<file path="src/rtl/dram_dq_wrser.sv">
// dram_dq_wrser
//   Per-DQ write serializer. Queues write bursts in a small FIFO, then
//   frames each one for the pad as a preamble, 2 or 4 DDR beats and a
//   postamble. Back-to-back bursts are streamed without a gap. While one
//   burst is on the wire, the next burst can be queued.
//
//   state | meaning
//   ------+---------------------------------------------------------------
//   IDLE  | nothing on the wire; all pad outputs 0
//   PRE   | one-cycle preamble; driver and pad window on, data 0
//   BURST | one DDR beat per cycle from the current entry
//   POST  | one-cycle postamble; driver off, pad window still on
//
// Ports
//   clk                   single clock, rising edge
//   arst_l                asynchronous active-low reset
//   wr_req                write-burst request (accepted when wr_req & wr_rdy)
//   wr_data[7:0]          burst bits for one DQ line, bit 0 goes first
//   burst_length_four     1 = 4-bit burst (wr_data[3:0]), 0 = 8-bit burst
//   wr_rdy                FIFO not full
//   data_pos / data_neg   rising / falling half of the current DDR beat
//   dram_io_drive_enable  pad output driver enable
//   dram_io_pad_enable    pad window enable (preamble through postamble)
//   busy                  FSM not idle or FIFO not empty
//   fifo_cnt              number of queued entries
module dram_dq_wrser #(
  parameter int FIFO_DEPTH = 2
) (
  input  logic                          clk,
  input  logic                          arst_l,
  input  logic                          wr_req,
  input  logic [7:0]                    wr_data,
  input  logic                          burst_length_four,
  output logic                          wr_rdy,
  output logic                          data_pos,
  output logic                          data_neg,
  output logic                          dram_io_drive_enable,
  output logic                          dram_io_pad_enable,
  output logic                          busy,
  output logic [$clog2(FIFO_DEPTH):0]   fifo_cnt
);

  localparam int PW = $clog2(FIFO_DEPTH);
  localparam int CW = PW + 1;
  localparam logic [CW-1:0] FULL_CNT = CW'(FIFO_DEPTH);

  typedef enum logic [1:0] {
    IDLE  = 2'd0,
    PRE   = 2'd1,
    BURST = 2'd2,
    POST  = 2'd3
  } state_t;

  // FIFO storage: {wr_data, burst_length_four}
  logic [8:0]    fifo_mem [FIFO_DEPTH];
  logic [PW-1:0] wr_ptr_q, wr_ptr_d;
  logic [PW-1:0] rd_ptr_q, rd_ptr_d;
  logic [CW-1:0] cnt_q, cnt_d;

  state_t        state_q, state_d;
  logic [1:0]    beat_q, beat_d;
  logic [5:0]    shift_q, shift_d;      // bits not yet sent, next pair in [1:0]
  logic          bl4_q, bl4_d;

  logic          data_pos_q, data_pos_d;
  logic          data_neg_q, data_neg_d;
  logic          drive_en_q, drive_en_d;
  logic          pad_en_q, pad_en_d;

  logic          push;
  logic          pop;
  logic          fifo_empty;
  logic          last_beat;
  logic [8:0]    head;

  // Readiness is taken from the registered count only, so a pop in the
  // same cycle never opens a slot for a push.
  assign wr_rdy     = (cnt_q != FULL_CNT);
  assign fifo_empty = (cnt_q == '0);
  assign push       = wr_req & wr_rdy;
  assign head       = fifo_mem[rd_ptr_q];
  assign last_beat  = (beat_q == (bl4_q ? 2'd1 : 2'd3));

  // ---------------------------------------------------------------------
  // FIFO
  // ---------------------------------------------------------------------
  always_ff @(posedge clk) begin
    if (push) begin
      fifo_mem[wr_ptr_q] <= {wr_data, burst_length_four};
    end
  end

  always_comb begin
    wr_ptr_d = wr_ptr_q;
    rd_ptr_d = rd_ptr_q;
    cnt_d    = cnt_q;
    if (push) begin
      wr_ptr_d = wr_ptr_q + 1'b1;
    end
    if (pop) begin
      rd_ptr_d = rd_ptr_q + 1'b1;
    end
    case ({push, pop})
      2'b10:   cnt_d = cnt_q + 1'b1;
      2'b01:   cnt_d = cnt_q - 1'b1;
      default: cnt_d = cnt_q;
    endcase
  end

  // ---------------------------------------------------------------------
  // FSM: state register
  // ---------------------------------------------------------------------
  always_ff @(posedge clk or negedge arst_l) begin
    if (!arst_l) begin
      state_q    <= IDLE;
      wr_ptr_q   <= '0;
      rd_ptr_q   <= '0;
      cnt_q      <= '0;
      beat_q     <= 2'd0;
      shift_q    <= 6'd0;
      bl4_q      <= 1'b0;
      data_pos_q <= 1'b0;
      data_neg_q <= 1'b0;
      drive_en_q <= 1'b0;
      pad_en_q   <= 1'b0;
    end else begin
      state_q    <= state_d;
      wr_ptr_q   <= wr_ptr_d;
      rd_ptr_q   <= rd_ptr_d;
      cnt_q      <= cnt_d;
      beat_q     <= beat_d;
      shift_q    <= shift_d;
      bl4_q      <= bl4_d;
      data_pos_q <= data_pos_d;
      data_neg_q <= data_neg_d;
      drive_en_q <= drive_en_d;
      pad_en_q   <= pad_en_d;
    end
  end

  // ---------------------------------------------------------------------
  // FSM: next state
  // ---------------------------------------------------------------------
  always_comb begin
    state_d = state_q;
    pop     = 1'b0;
    case (state_q)
      IDLE: begin
        if (!fifo_empty) begin
          state_d = PRE;
        end
      end
      PRE: begin
        // The entry that triggered PRE is still queued; it cannot drain.
        state_d = BURST;
        pop     = 1'b1;
      end
      BURST: begin
        if (last_beat) begin
          if (!fifo_empty) begin
            state_d = BURST;
            pop     = 1'b1;
          end else begin
            state_d = POST;
          end
        end
      end
      POST: begin
        state_d = fifo_empty ? IDLE : PRE;
      end
      default: state_d = IDLE;
    endcase
  end

  // ---------------------------------------------------------------------
  // FSM: outputs, registered by computing them for the state being entered
  // ---------------------------------------------------------------------
  always_comb begin
    data_pos_d = 1'b0;
    data_neg_d = 1'b0;
    drive_en_d = 1'b0;
    pad_en_d   = 1'b0;
    beat_d     = beat_q;
    shift_d    = shift_q;
    bl4_d      = bl4_q;
    case (state_d)
      PRE: begin
        drive_en_d = 1'b1;
        pad_en_d   = 1'b1;
      end
      BURST: begin
        drive_en_d = 1'b1;
        pad_en_d   = 1'b1;
        if (pop) begin
          // Beat 0 of the freshly popped entry; the length stored with the
          // entry governs the whole burst.
          data_pos_d = head[1];
          data_neg_d = head[2];
          shift_d    = head[8:3];
          bl4_d      = head[0];
          beat_d     = 2'd0;
        end else begin
          data_pos_d = shift_q[0];
          data_neg_d = shift_q[1];
          shift_d    = {2'b00, shift_q[5:2]};
          beat_d     = beat_q + 2'd1;
        end
      end
      POST: begin
        pad_en_d = 1'b1;
      end
      default: begin
      end
    endcase
  end

  assign data_pos             = data_pos_q;
  assign data_neg             = data_neg_q;
  assign dram_io_drive_enable = drive_en_q;
  assign dram_io_pad_enable   = pad_en_q;
  assign busy                 = (state_q != IDLE) || !fifo_empty;
  assign fifo_cnt             = cnt_q;

endmodule

</file>
<file path="config.mk">
export PLATFORM = sky130hd
export DESIGN_NAME = dram_dq_wrser
export DESIGN_NICKNAME = d
export VERILOG_FILES = /design/src/rtl/dram_dq_wrser.sv
export SDC_FILE = /design/constraint.sdc
export NUM_CORES = 1
export LEC_CHECK = 0
export BUFFER_PORTS_ARGS = -buffer_cell sky130_fd_sc_hd__buf_2
export CORE_MARGIN = 2
export CORE_UTILIZATION = 50
export DETAILED_ROUTE_END_ITERATION = 16
export MAX_ROUTING_LAYER = met4
export PLACE_DENSITY = 0.79
export SLEW_MARGIN = 20
export SYNTH_ARGS = -nofsm -noshare
export SYNTH_HDL_FRONTEND = slang
export SYNTH_SLANG_ARGS = --single-unit
</file>
<file path="constraint.sdc">
create_clock -name clk -period 2.15 [get_ports clk]
set_input_delay 0.215 -clock clk [delete_from_list [all_inputs] [get_ports clk]]
set_output_delay 0.215 -clock clk [all_outputs]
set_load 0.02 [all_outputs]
</file>
# Word level (Yosys, flattened, before mapping)
# Memory sizes are Yosys's and may differ from the RTL's.
# Index checks and enable logic that the tools add are counted.
dict set report op_classes {
  n_addsub 5
  eq_ne 10
  n_mux 20
  bitwise_logic 1
  reduce_logical 9
}
# op count
set ops {}
lappend ops {{1-bit two-way mux} 12}
lappend ops {{2-bit == test, second input constant} 5}
lappend ops {{2-bit two-way mux} 4}
lappend ops {{2-bit case mux with 4 select lines} 1}
lappend ops {{2-bit by 1-bit == test with 1-bit output, second input constant} 3}
lappend ops {{6-bit two-way mux} 1}
lappend ops {{2-bit by 1-bit adder with 2-bit output, second input constant} 2}
lappend ops {{2-bit logical NOT} 2}
lappend ops {{2-bit case mux with 2 select lines} 1}
lappend ops {{2-bit nonzero test} 2}
lappend ops {{3-bit OR reduction} 1}
lappend ops {{1-bit adder, second input constant} 2}
lappend ops {{2-bit == test} 1}
lappend ops {{2-bit inequality test, second input constant} 1}
lappend ops {{1-bit case mux with 2 select lines} 1}
lappend ops {{2-bit AND reduction} 1}
lappend ops {{2-bit OR reduction} 1}
lappend ops {{2-bit by 1-bit subtractor with 2-bit output, second input constant} 1}
lappend ops {{1-bit bitwise AND} 1}
lappend ops {{1-bit logical NOT} 1}
lappend ops {{1-bit logical OR} 1}
dict set report totals {
  register_bits 19
  ram_bits 18
  input_bits 12
  elab_cells 57
  memories 1
}
# memory words width rd rd_ports_with_merged_regs wr line_no
set mem_list {}
lappend mem_list {fifo_mem 2 9 1 0 1 55} ;# logic [8:0] fifo_mem [FIFO_DEPTH];

# Depth between registers and ports, before layout
# Gate-level depths: netlist of run 1.
dict set report logic_depth {
  word_depth 7
  ltp_mapped 9
  depth_no_buf 9
}

# Worst setup path before layout of run 1
# Ideal clock, no wire load.
dict set report synth_timing {
  path_kind {register to register}
  start {register cnt_q[0] (netlist: fifo_cnt[0])}
  end {register shift_q[2]}
  setup_ps 138
  arrival_time_ps 2189
  slack_ps -177
  stages_incl_launch_ff 9
  synth_period_minus_slack_ps 2327
  cell_sequence {dfrtp_1 or2_2 nor2_1 a31o_2 a221oi_1 ha_1 clkbuf_1 a2bb2oi_1 o221ai_1}
}
dict set report synth_between {
  elab_chain_cells 5
  elab_cells_between_ends 11
  cone_classes {eq/ne: 1; mux: 9; reduce/logical: 1}
}
# item line_no
set synth_rtl {}
lappend synth_rtl {{start, declared} 58} ;# logic [CW-1:0] cnt_q, cnt_d;
lappend synth_rtl {{start signal, assigned} 130} ;# cnt_q <= cnt_d;
lappend synth_rtl {{2-bit logical NOT *} 79} ;# assign fifo_empty = (cnt_q == '0);
lappend synth_rtl {{1-bit two-way mux (on tied branches)} {160, 169}}
lappend synth_rtl {{2-bit two-way mux or 1-bit two-way mux (tied branches)} 159} ;# if (last_beat) begin
lappend synth_rtl {{2-bit case mux with 4 select lines or 1-bit case mux with 2 select lines (tied branches)} 147} ;# case (state_q)
lappend synth_rtl {{2-bit == test or 6-bit two-way mux (tied branches)} {186, 194}}
lappend synth_rtl {{end signal, assigned} 132} ;# shift_q <= shift_d;
lappend synth_rtl {{end, declared} 62} ;# logic [5:0] shift_q, shift_d;
# Mark *: on every way between the ends. The rest lies on a longest branch, timed or not.
# A chain may end at the register's enable or synchronous reset.

# Final worst setup path of run 1
dict set report layout_timing {
  start {register bl4_q}
  end {register shift_q[3]}
}
dict set report layout_between {
  elab_chain_cells 5
  elab_cells_between_ends 8
  cone_classes {eq/ne: 2; mux: 6}
}
# item line_no
set layout_rtl {}
lappend layout_rtl {{start, declared} 63} ;# logic bl4_q, bl4_d;
lappend layout_rtl {{start signal, assigned} 133} ;# bl4_q <= bl4_d;
lappend layout_rtl {{2-bit two-way mux *} 82} ;# assign last_beat = (beat_q == (bl4_q ? 2'd1 : 2'd3));
lappend layout_rtl {{2-bit == test *} 82}
lappend layout_rtl {{2-bit two-way mux or 1-bit two-way mux (tied branches)} 159}
lappend layout_rtl {{2-bit case mux with 4 select lines or 1-bit case mux with 2 select lines (tied branches)} 147}
lappend layout_rtl {{2-bit == test or 6-bit two-way mux (tied branches)} {186, 194}}
# Marked as above.

==> impl_metrics.py, run 1 <==
metrics = {
    "outcome": {
        "status": "finished, final reports clean",
    },
    "sta": {
        "slew_headroom_pct": 66.86,
        "setup_tns_ns": 0,
        "rsz0062_at_grt": "true",
        "skew_ns": 0.01480,
        "max_freq_mhz": 468.5,
        "finalSetupViolations": 0,
        "timing.final.crit_period_ns": 2.134,
        "slew_viol_final": 0,
        "tightestPinTransition_ns": 0.4971,
        "finalHoldViolations": 0,
        "period_share_pct": 99.27,
    },
    "global_routing": {
        "grt_antenna_before_repair": 0,
        "grt_pass1_vias": 1035,
        "grt_pass1_wl_mm": 4.926,
        "grt_remaining_overflow": 0,
        "grt_max_degree": 20,
        "grt_util_all_layers_pct": 20.01,
    },
    "flow_run": {
        "maxCapViolations": 0,
    },
    "setup_path": {
        "cp.arrival_ns": 2.36,
        "critPathTopFamily": "compound AO/OA/AOI/OAI gates",
        "cp_slowest_cell": "dfrtp_1",
        "critPathBufInv": 1,
        "critPathCaptureType": "register",
        "crit_fanout": 6,
        "max_stage_delay_ns": 0.43,
        "worst_setup_path_start_kind": "register",
        "crit_chain": "xor2_2, a21oi_1, a31o_2, a221oi_4, ha_4, buf_6, a2bb2oi_1, o221ai_1",
        "required_ns": 2.37,
        "worstSetupPathType": "reg2reg",
    },
    "die": {
        "die_area_mm2": 0.003669,
        "initial_utilization_pct": 52.42,
        "fp.coreArea_mm2": 0.003053,
        "die_y_um": 60.58,
        "fp.dieW_um": 60.58,
        "ios": 20,
        "rows": 20,
    },
    "power": {
        "ir_drop_mv": 0.8533,
        "p_per_area_mw_per_mm2": 1752,
        "power_uw": 3511,
        "leakage_uw": 0.0008929,
    },
    "synthesis": {
        "async_flop_share_pct": 51.35,
        "syn_inst": 116,
        "avgSynthCellArea_um2": 13.80,
        "ys_top_cells_by_area": "edfxtp_1, dfrtp_1, ha_1",
        "synth.distinct_cells": 32,
        "synth_flop_cell": "dfrtp_1",
        "syn-cell-area_mm2": 0.001600,
        "synth_top_cell_by_area": "edfxtp_1",
        "ys.warnings.count": 0,
        "synth-seq-cells": 37,
        "synth_edf_count": 18,
        "ys_seq_area_share_pct": 63.49,
        "synth_fp_nets": 135,
        "synth_top_cell_area_share_pct": 33.78,
    },
    "route": {
        "vias_per_cell": 5.226,
        "dr.pass1.iters": 7,
        "drtAntennaViolNets": 0,
        "drc_errors": 0,
        "wl_per_cell_um": 15.33,
        "vias": 1040,
        "drtIter0Drc": 28,
        "routed_wl_mm": 3.051,
    },
    "layout": {
        "fin_nets": 173,
        "drive_above_1_share_pct": 39.35,
        "layout_common_cells": "buf_2, edfxtp_1, dfrtp_1",
        "fin_cells": 199,
        "fill_cells": 230,
        "areaGrowthSynthToFinish_pct": 25.25,
        "mostFrequentLayoutCell": "buf_2",
        "n_antenna_cell": 0,
    },
    "clock_tree": {
        "cts_sinks": 37,
        "cts_buffer_depth": 2,
        "cts_tree": "built",
        "h-tree-depth": 2,
        "cts_root_buf": "clkbuf_4",
        "clkLatencyLatePin_ns": 0.34,
        "path_clk_slew_ns": 0.12,
        "numCtsBuffers": 5,
    },
    "place": {
        "routabilityCongestion": 0.8814,
        "numPlacedInstances": 186,
        "dp.final_hpwl_mm": 2.042,
        "portBuffers": 19,
    },
    "min_path": {
        "hp-class": "in2reg",
    },
}
## worst register-to-register path: stages (launching register included)
cell and delay, ns:
dfrtp_1 0.43, xor2_2 0.23, a21oi_1 0.11, a31o_2 0.26
a221oi_4 0.31, ha_4 0.23, buf_6 0.13, a2bb2oi_1 0.18
o221ai_1 0.14
## layer usage
layer | global-route usage, % | routed length (µm) | up-vias
met4 | 9.006 | 25 | 0
li1 | - | - | 495
met5 | - | 0 | -
met2 | 31.18 | 1554 | 25
met3 | 6.397 | 98 | 2
met1 | 23.74 | 1372 | 518
## cell type report
class	count	area, µm²	share of cell area [%]
inverter	10	37.54	1.873
multi-input combinational	66	594.3	29.65
clock buffer	5	37.54	1.873
clock inverter	3	43.79	2.185
timing repair buffer	34	217.7	10.86
tap	44	55.05	2.747
sequential	37	1018	50.81
## path summary, 6_finish.rpt
path	from	endpoint	slack (ns)	depth (start not counted)
setup / recovery	bl4_q	shift_q[3]	0.02	8
hold / removal	wr_data[0]	fifo_mem[0][1]	0.05	1
setup reg to reg	bl4_q	shift_q[3]	0.02	8
hold reg to reg	wr_ptr_q	wr_ptr_q	0.52	1
max in group asynchronous	arst_l	fifo_cnt[0]	1.52	2
min in group asynchronous	arst_l	data_neg	0.32	2
## power by group
part | switching (µW) | leakage [µW] | total (µW) | internal [µW]
sequential | 184 | 0.000402 | 1200 | 1010
clock | 233 | 0.0000456 | 480 | 247
combinational | 953 | 0.000445 | 1830 | 882
total | 1370 | 0.000893 | 3510 | 2140
## synthesized netlist by cell type (3+ instances only)
library cell   n
ha_1           7
nor2_1         5
mux2i_1        8
xor2_1         3
inv_1         10
edfxtp_1      18
nor2b_1        3
dfrtp_1       19
a21oi_1        5
o221ai_1       4
xnor2_1        3
nand2_1        6
## stage by stage
stage          setup slack (ns)  instance area, µm²  hold WS [ns]  util [%]
2_1_floorplan           0.06980                1613      -0.08059         -
3_3_place_gp            0.01250                1823        0.1648     59.71
3_5_place_dp            -0.1416                1823        0.1732     59.71
4_1_cts               0.0003642                1973       0.02878     64.63
5_1_grt                -0.09318                2004       0.01128     65.66
6_report                0.01564                2004       0.05428     65.66
## state kept, by name (all words and copies together), names as in the netlist
name / flops
fifo_mem: 18
shift_q: 6
beat_q: 2
fifo_cnt: 2
state_q: 2
bl4_q: 1
data_neg: 1
data_pos: 1
dram_io_drive_enable: 1
dram_io_pad_enable: 1
rd_ptr_q: 1
wr_ptr_q: 1
## kinds of logic after synthesis
family / after synthesis / share of synthesized area, %
and+or+nand+nor: 19 / 6.490
DFF: 37 / 63.49
AOI/OAI and AO/OA: 24 / 11.42
adders and majority gates: 7 / 5.473
buffers and inverters: 13 / 3.206
muxes: 10 / 6.646
xor gates and xnor gates: 6 / 3.284
## what timing repair did
action | 4_1_cts | 5_1_grt
hold buffers | 1 | 0
setup buffers | 4 | 0
resized for setup | 4 | 10
endpoints found under the hold margin | 19 | 0
pin swaps | 0 | 2
setup endpoints to repair | 8 | 10
No activity file was read; power rests on OpenSTA's default activity.
==> run 2, diff against run 1 <==
BUFFER_PORTS_ARGS = default   (was -buffer_cell sky130_fd_sc_hd__buf_2)
CORE_UTILIZATION = 55   (was 50)
DONT_BUFFER_PORTS = 1   (was default)
==> run 2 against run 1 <==
Against the previous run:
- the flow now finishes with violations (setup timing)
- non-clock buffer count is 4 lower
- sequential cell count stayed put
- fmax shrank 1.8%
- power decreased by 0.22%
- die area down 8.5%
- combinational power is 2% lower
- cell area increased by 1.1%
- setup slack got worse by 0.038 ns
- largest power group unchanged
- highest routed layer unchanged
==> impl_metrics.py, run 2 (same netlist as run 1, synthesis figures left out) <==
metrics = {
    "power": {
        "power_frac_seq_pct": 35.5,
        "p_sw_uw": 1351,
        "ir_drop_mv": 1.177,
        "power_uw": 3503,
        "p_per_area_mw_per_mm2": 1729,
        "combPwrFrac_pct": 51.1,
        "p_int_uw": 2153,
        "p_clk_share_pct": 13.4,
        "swShare_pct": 38.56,
        "leakage_uw": 0.0008747,
    },
    "place": {
        "dpl-instance-area_mm2": 0.001719,
        "post-place-ws_ns": -0.07862,
        "portBuffers": 0,
        "routabilityCongestion": 0.8161,
        "dp.final_hpwl_mm": 1.921,
    },
    "layout": {
        "drive_above_1_share_pct": 33.11,
        "fill_cells": 164,
        "areaGrowthSynthToFinish_pct": 26.58,
        "fin_nets": 169,
        "multiInputGateArea_um2": 598.1,
        "largest-register": "fifo_mem",
        "largest_reg_flops": 18,
        "post-route-util_pct": 73.46,
        "ff_latch_area_mm2": 0.001018,
        "mostFrequentLayoutCell": "buf_4",
        "design_area_mm2": 0.002026,
        "layout_common_cells": "buf_4, edfxtp_1, dfrtp_1",
        "top_regs": "fifo_mem: 18 flops, shift_q: 6 flops",
        "n_antenna_cell": 0,
    },
    "setup_path": {
        "crit_fanout": 8,
        "crit_chain": "xor2_2, a21oi_2, a31o_2, a221oi_2, ha_2, buf_6, nor2b_1, a21oi_1, o221ai_1",
        "critPathTopFamily": "compound AO/OA/AOI/OAI gates",
        "max_stage_delay_ns": 0.44,
        "setup.worst_path.start": "bl4_q",
        "worst_setup_path_start_kind": "register",
        "critPathBufInv": 1,
        "r2r_start": "bl4_q",
        "cp.arrival_ns": 2.40,
        "regToRegSetupSlack_ns": -0.02,
        "required_ns": 2.38,
        "worstSetupPathType": "reg2reg",
        "critPathCaptureType": "register",
        "cp_slowest_cell": "dfrtp_1",
    },
    "clock_tree": {
        "h-tree-depth": 2,
        "numCtsBuffers": 5,
        "clkLatencyLatePin_ns": 0.35,
        "cts_buffer_depth": 2,
        "cts_tree": "built",
        "cts_root_buf": "clkbuf_4",
        "path_clk_slew_ns": 0.11,
        "cts_sinks": 37,
    },
    "die": {
        "die_y_um": 57.94,
        "fp.coreArea_mm2": 0.002758,
        "rows": 19,
        "die_area_mm2": 0.003357,
        "initial_utilization_pct": 58.03,
        "fp.dieW_um": 57.94,
        "ios": 20,
    },
    "sta": {
        "skew_ns": 0.01395,
        "finalHoldViolations": 0,
        "timing.final.crit_period_ns": 2.173,
        "slew_headroom_pct": 43.66,
        "finalWorstSetupSlack_ns": -0.02276,
        "max_freq_mhz": 460.2,
        "slew_viol_final": 0,
        "period_share_pct": 101.1,
        "finalSetupViolations": 1,
        "tightestPinTransition_ns": 0.8424,
        "rsz0062_at_grt": "true",
    },
    "outcome": {
        "status": "finished with violations",
        "violations": "setup timing",
    },
    "global_routing": {
        "grt_util_all_layers_pct": 21.27,
        "grt_pass1_wl_mm": 4.947,
        "grt_pass1_vias": 1063,
        "grt_max_degree": 20,
        "grt_remaining_overflow": 0,
        "grt_antenna_before_repair": 0,
    },
    "route": {
        "drtAntennaViolNets": 0,
        "dr.pass1.iters": 4,
        "drtIter0Drc": 48,
        "wl_per_cell_um": 16.41,
        "vias_per_cell": 5.626,
        "drc_errors": 0,
        "routed_wl_mm": 2.987,
        "vias": 1024,
    },
    "flow_run": {
        "maxCapViolations": 0,
    },
    "min_path": {
        "hp-class": "in2reg",
        "hp-start": "wr_req",
    },
}
run 2: cell count changes in the layout (fill, tap and decap cells not counted), sizes merged:
cell | previous run | this run
buf | 33 | 20
clkinvlp | 0 | 1
dlygate4sd3 | 1 | 10
inv | 11 | 10
run 2: power groups by stage:
stage          clock (µW)  combinational [µW]  sequential (µW)
6_report              469                1790             1240
5_1_grt               503                1950             1270
4_1_cts               471                1540             1230
3_5_place_dp            0                1370             1250
3_3_place_gp            0                1320             1230
2_1_floorplan           0                 992             1210
run 2: repair_timing:
action / CTS / global route
gates resized for setup: 2 / 11
hold buffers: 10 / 0
hold endpoints to repair: 37 / 0
setup endpoints to repair: 4 / 7
buffers inserted: 5 / 4
pin swaps: 3 / 4
gates cloned: 0 / 0
run 2: metrics by stage:
step	setup TNS (ns)	std cells	hold WS, ns
detailed placement	-0.2115	155	-0.08009
global route	-0.6043	182	0.07564
finish	-0.02276	182	0.07391
floorplan	0	116	-0.08059
CTS	0	178	0.06696
global placement	0	155	-0.08013
run 2: layer usage:
metal | vias to the layer above | GRT usage (%) | share of wire [%]
met5 | - | - | 0
met4 | 0 | 11.63 | 2.7
li1 | 489 | - | -
met2 | 29 | 34.90 | 52
met1 | 497 | 22.69 | 40
met3 | 9 | 6.920 | 4.8
run 2: worst paths after layout:
check / end / depth (start not counted)
max: shift_q[0] / 9
min: wr_ptr_q / 2
max reg2reg: shift_q[0] / 9
max in group asynchronous: fifo_cnt[1] / 1
min reg2reg: wr_ptr_q / 1
min in group asynchronous: state_q[0] / 1
run 2: layout make-up:
type | instances | area share [%]
timing repair buffer | 30 | 12.54
clock buffer | 5 | 1.853
tap | 31 | 1.915
sequential | 37 | 50.28
inverter | 10 | 1.853
multi-input combinational | 66 | 29.52
clock inverter | 3 | 2.038
==> run 3, diff against run 2 <==
ABC_AREA = 1   (was default)
==> run 3 against run 2 <==
Against the previous run:
- the run now ends clean
- via count down 1.6%
- routed wire length is 11% lower
- sequential power decreased by 3%
- clock power fell by 1%
- power down 19%
- cell count up 3.8%
==> impl_metrics.py, run 3 <==
metrics = {
    "setup_path": {
        "max_stage_delay_ns": 0.47,
        "path_common_cell": "nand2_1",
        "worst_setup_path_start_kind": "register",
        "required_ns": 2.43,
        "worstSetupPathType": "reg2reg",
        "crit_chain": "inv_1, nand2_2, nand2_1, nand2_1, o21ai_0, o21ai_1, ha_1, buf_4, inv_1, nand2_1, nand3_1",
        "crit_fanout": 15,
        "cp.arrival_ns": 2.23,
        "critPathCaptureType": "register",
        "cp_slowest_cell": "dfrtp_2",
    },
    "place": {
        "dp.final_hpwl_mm": 1.867,
        "routabilityCongestion": 0.9183,
        "portBuffers": 0,
        "numPlacedInstances": 171,
    },
    "outcome": {
        "status": "finished, final reports clean",
    },
    "sta": {
        "setup_tns_ns": 0,
        "slew_headroom_pct": 43.29,
        "finalHoldViolations": 0,
        "timing.final.crit_period_ns": 1.943,
        "slew_viol_final": 0,
        "max_freq_mhz": 514.6,
        "skew_ns": 0.01355,
        "rsz0062_at_grt": "false",
        "period_share_pct": 90.39,
        "tightestPinTransition_ns": 0.8479,
        "finalSetupViolations": 0,
    },
    "clock_tree": {
        "cts_sinks": 37,
        "h-tree-depth": 2,
        "path_clk_slew_ns": 0.10,
        "cts_root_buf": "clkbuf_4",
        "cts_tree": "built",
        "numCtsBuffers": 5,
        "cts_buffer_depth": 2,
        "cts_setup_buffers": 0,
        "clkLatencyLatePin_ns": 0.34,
    },
    "route": {
        "drtAntennaViolNets": 0,
        "drc_errors": 0,
        "vias": 1008,
        "vias_per_cell": 5.333,
        "wl_per_cell_um": 13.99,
        "routed_wl_mm": 2.644,
        "drtIter0Drc": 29,
        "dr.pass1.iters": 4,
    },
    "synthesis": {
        "ys.warnings.count": 0,
        "synth_common_cells": "nand2_1, dfrtp_1, edfxtp_1, inv_1, nand3_1",
        "yosysMostFrequentCell": "nand2_1",
        "yosys.area_share.simple_pct": 16.80,
        "synth_fp_nets": 156,
        "synth_edf_count": 18,
        "synth_flop_cell": "dfrtp_1",
        "ys_seq_area_share_pct": 63.74,
        "syn-cell-area_mm2": 0.001594,
        "synth_mux_area_share_pct": 3.140,
        "synth_top_cell_area_share_pct": 33.91,
        "avgSynthCellArea_um2": 11.64,
        "synth_xor_area_share_pct": 2.198,
        "synth-compound-area-share_pct": 4.239,
        "synth_top_cell_by_area": "edfxtp_1",
        "syn_inst": 137,
        "ys_top_cells_by_area": "edfxtp_1, dfrtp_1, nand2_1",
        "synth-seq-cells": 37,
        "synth.distinct_cells": 22,
        "synthAdderAreaFrac_pct": 5.495,
        "async_flop_share_pct": 51.35,
        "synth_top_family_by_area": "simple AND/OR/NAND/NOR gates",
    },
    "layout": {
        "largest-register": "fifo_mem",
        "areaGrowthSynthToFinish_pct": 15.70,
        "fin_nets": 176,
        "fill_cells": 212,
        "fin_cells": 189,
        "mostFrequentLayoutCell": "nand2_1",
        "largest_reg_flops": 18,
        "drive_above_1_share_pct": 13.92,
        "top_regs": "fifo_mem: 18 flops, shift_q: 6 flops",
        "n_antenna_cell": 0,
        "layout_common_cells": "nand2_1, dfrtp_1, edfxtp_1",
    },
    "power": {
        "p_int_uw": 1675,
        "combPwrFrac_pct": 41.4,
        "power_frac_seq_pct": 42.4,
        "p_per_area_mw_per_mm2": 1540,
        "p_sw_uw": 1166,
        "p_clk_share_pct": 16.3,
        "swShare_pct": 41.03,
        "leakage_uw": 0.0008295,
        "ir_drop_mv": 1.348,
        "power_uw": 2841,
    },
    "flow_run": {
        "maxCapViolations": 0,
    },
    "die": {
        "rows": 19,
        "fp.coreArea_mm2": 0.002758,
        "fp.dieW_um": 57.84,
        "ios": 20,
        "die_area_mm2": 0.003345,
        "initial_utilization_pct": 57.80,
        "die_y_um": 57.84,
    },
    "min_path": {
        "hp-class": "in2reg",
    },
    "global_routing": {
        "grt_pass1_vias": 977,
        "grt_pass1_wl_mm": 4.491,
        "grt_util_all_layers_pct": 19.28,
        "grt_max_degree": 20,
        "grt_remaining_overflow": 0,
        "grt_antenna_before_repair": 0,
    },
}
-- run 3: cell types whose count changed after synthesis, sizes merged, moves of 4 or more --
| cell | before | now |
|---|---|---|
| inv | 10 | 15 |
| nand2 | 6 | 30 |
| nand3 | 1 | 14 |
| nand4 | 0 | 4 |
| o21ai | 2 | 9 |
| o221ai | 4 | 0 |
-- run 3: worst max-delay path: cells and delay by family (launching register included) --
| family | cells | cell delay (ns) |
|---|---|---|
| buffers and inverters | 3 | 0.50 |
| flip-flops | 1 | 0.47 |
| AND/OR/NAND/NOR | 5 | 0.36 |
| AO/OA/AOI/OAI | 2 | 0.34 |
| adder cells (fa/ha/maj) | 1 | 0.22 |
-- run 3: layout make-up --
| class | count | area (µm²) | share of cell area (%) |
|---|---|---|---|
| Clock inverter | 3 | 41.29 | 2.239 |
| Inverter | 15 | 56.30 | 3.053 |
| Sequential cell | 37 | 1017 | 55.16 |
| Multi-Input combinational cell | 82 | 508.0 | 27.54 |
| Timing Repair Buffer | 16 | 145.1 | 7.870 |
| Tap cell | 31 | 38.79 | 2.103 |
| Clock buffer | 5 | 37.54 | 2.035 |
-- run 3: metal layers --
metal	wire, µm	vias up	GRT usage [%]
li1	-	502	-
met1	1186	481	21.57
met2	1306	18	31.49
met3	100	7	6.696
met4	51	0	7.973
met5	0	-	-
-- run 3: final timing paths --
check,start,endpoint,cells after the start,slack (ns)
max,fifo_cnt[1],shift_q[2],11,0.21
min,wr_req,wr_ptr_q,2,0.05
max reg2reg,fifo_cnt[1],shift_q[2],11,0.21
min reg2reg,shift_q[2],shift_q[2],2,0.52
max in group asynchronous,arst_l,fifo_cnt[1],1,1.16
min in group asynchronous,arst_l,shift_q[3],1,0.41
-- run 3: logic make-up (layout without fill, tap and decap cells) --
family | Yosys count | count (layout)
xor gates and xnor gates | 4 | 4
and+or+nand+nor | 54 | 54
muxes | 5 | 5
buffers and inverters | 18 | 39
adders and majority gates | 7 | 7
AOI/OAI and AO/OA | 12 | 12
DFF | 37 | 37
-- run 3: power groups by stage --
stage	clock [µW]	combinational, µW	sequential (µW)
6_report	462	1180	1200
5_1_grt	511	1330	1230
4_1_cts	473	1190	1200
3_5_place_dp	0	1160	1220
3_3_place_gp	0	1100	1200
2_1_floorplan	0	902	1170
-- run 3: timing repair --
action,4_1_cts,5_1_grt
setup endpoints to repair,0,5
hold buffers,10,0
resized for setup,0,2
endpoints found under the hold margin,37,0
-- run 3: per-stage QoR --
step | hold WS [ns] | cell area, µm² | utilization [%] | setup WS, ns
after global routing | 0.03749 | 1844 | 66.88 | 0.07029
final | 0.05413 | 1844 | 66.88 | 0.2067
after floorplan | -0.08059 | 1594 | - | 0.09427
after global placement | -0.08008 | 1664 | 60.34 | 0.2970
after CTS | 0.04686 | 1843 | 66.83 | 0.09413
after detailed placement | -0.08009 | 1664 | 60.34 | 0.1258
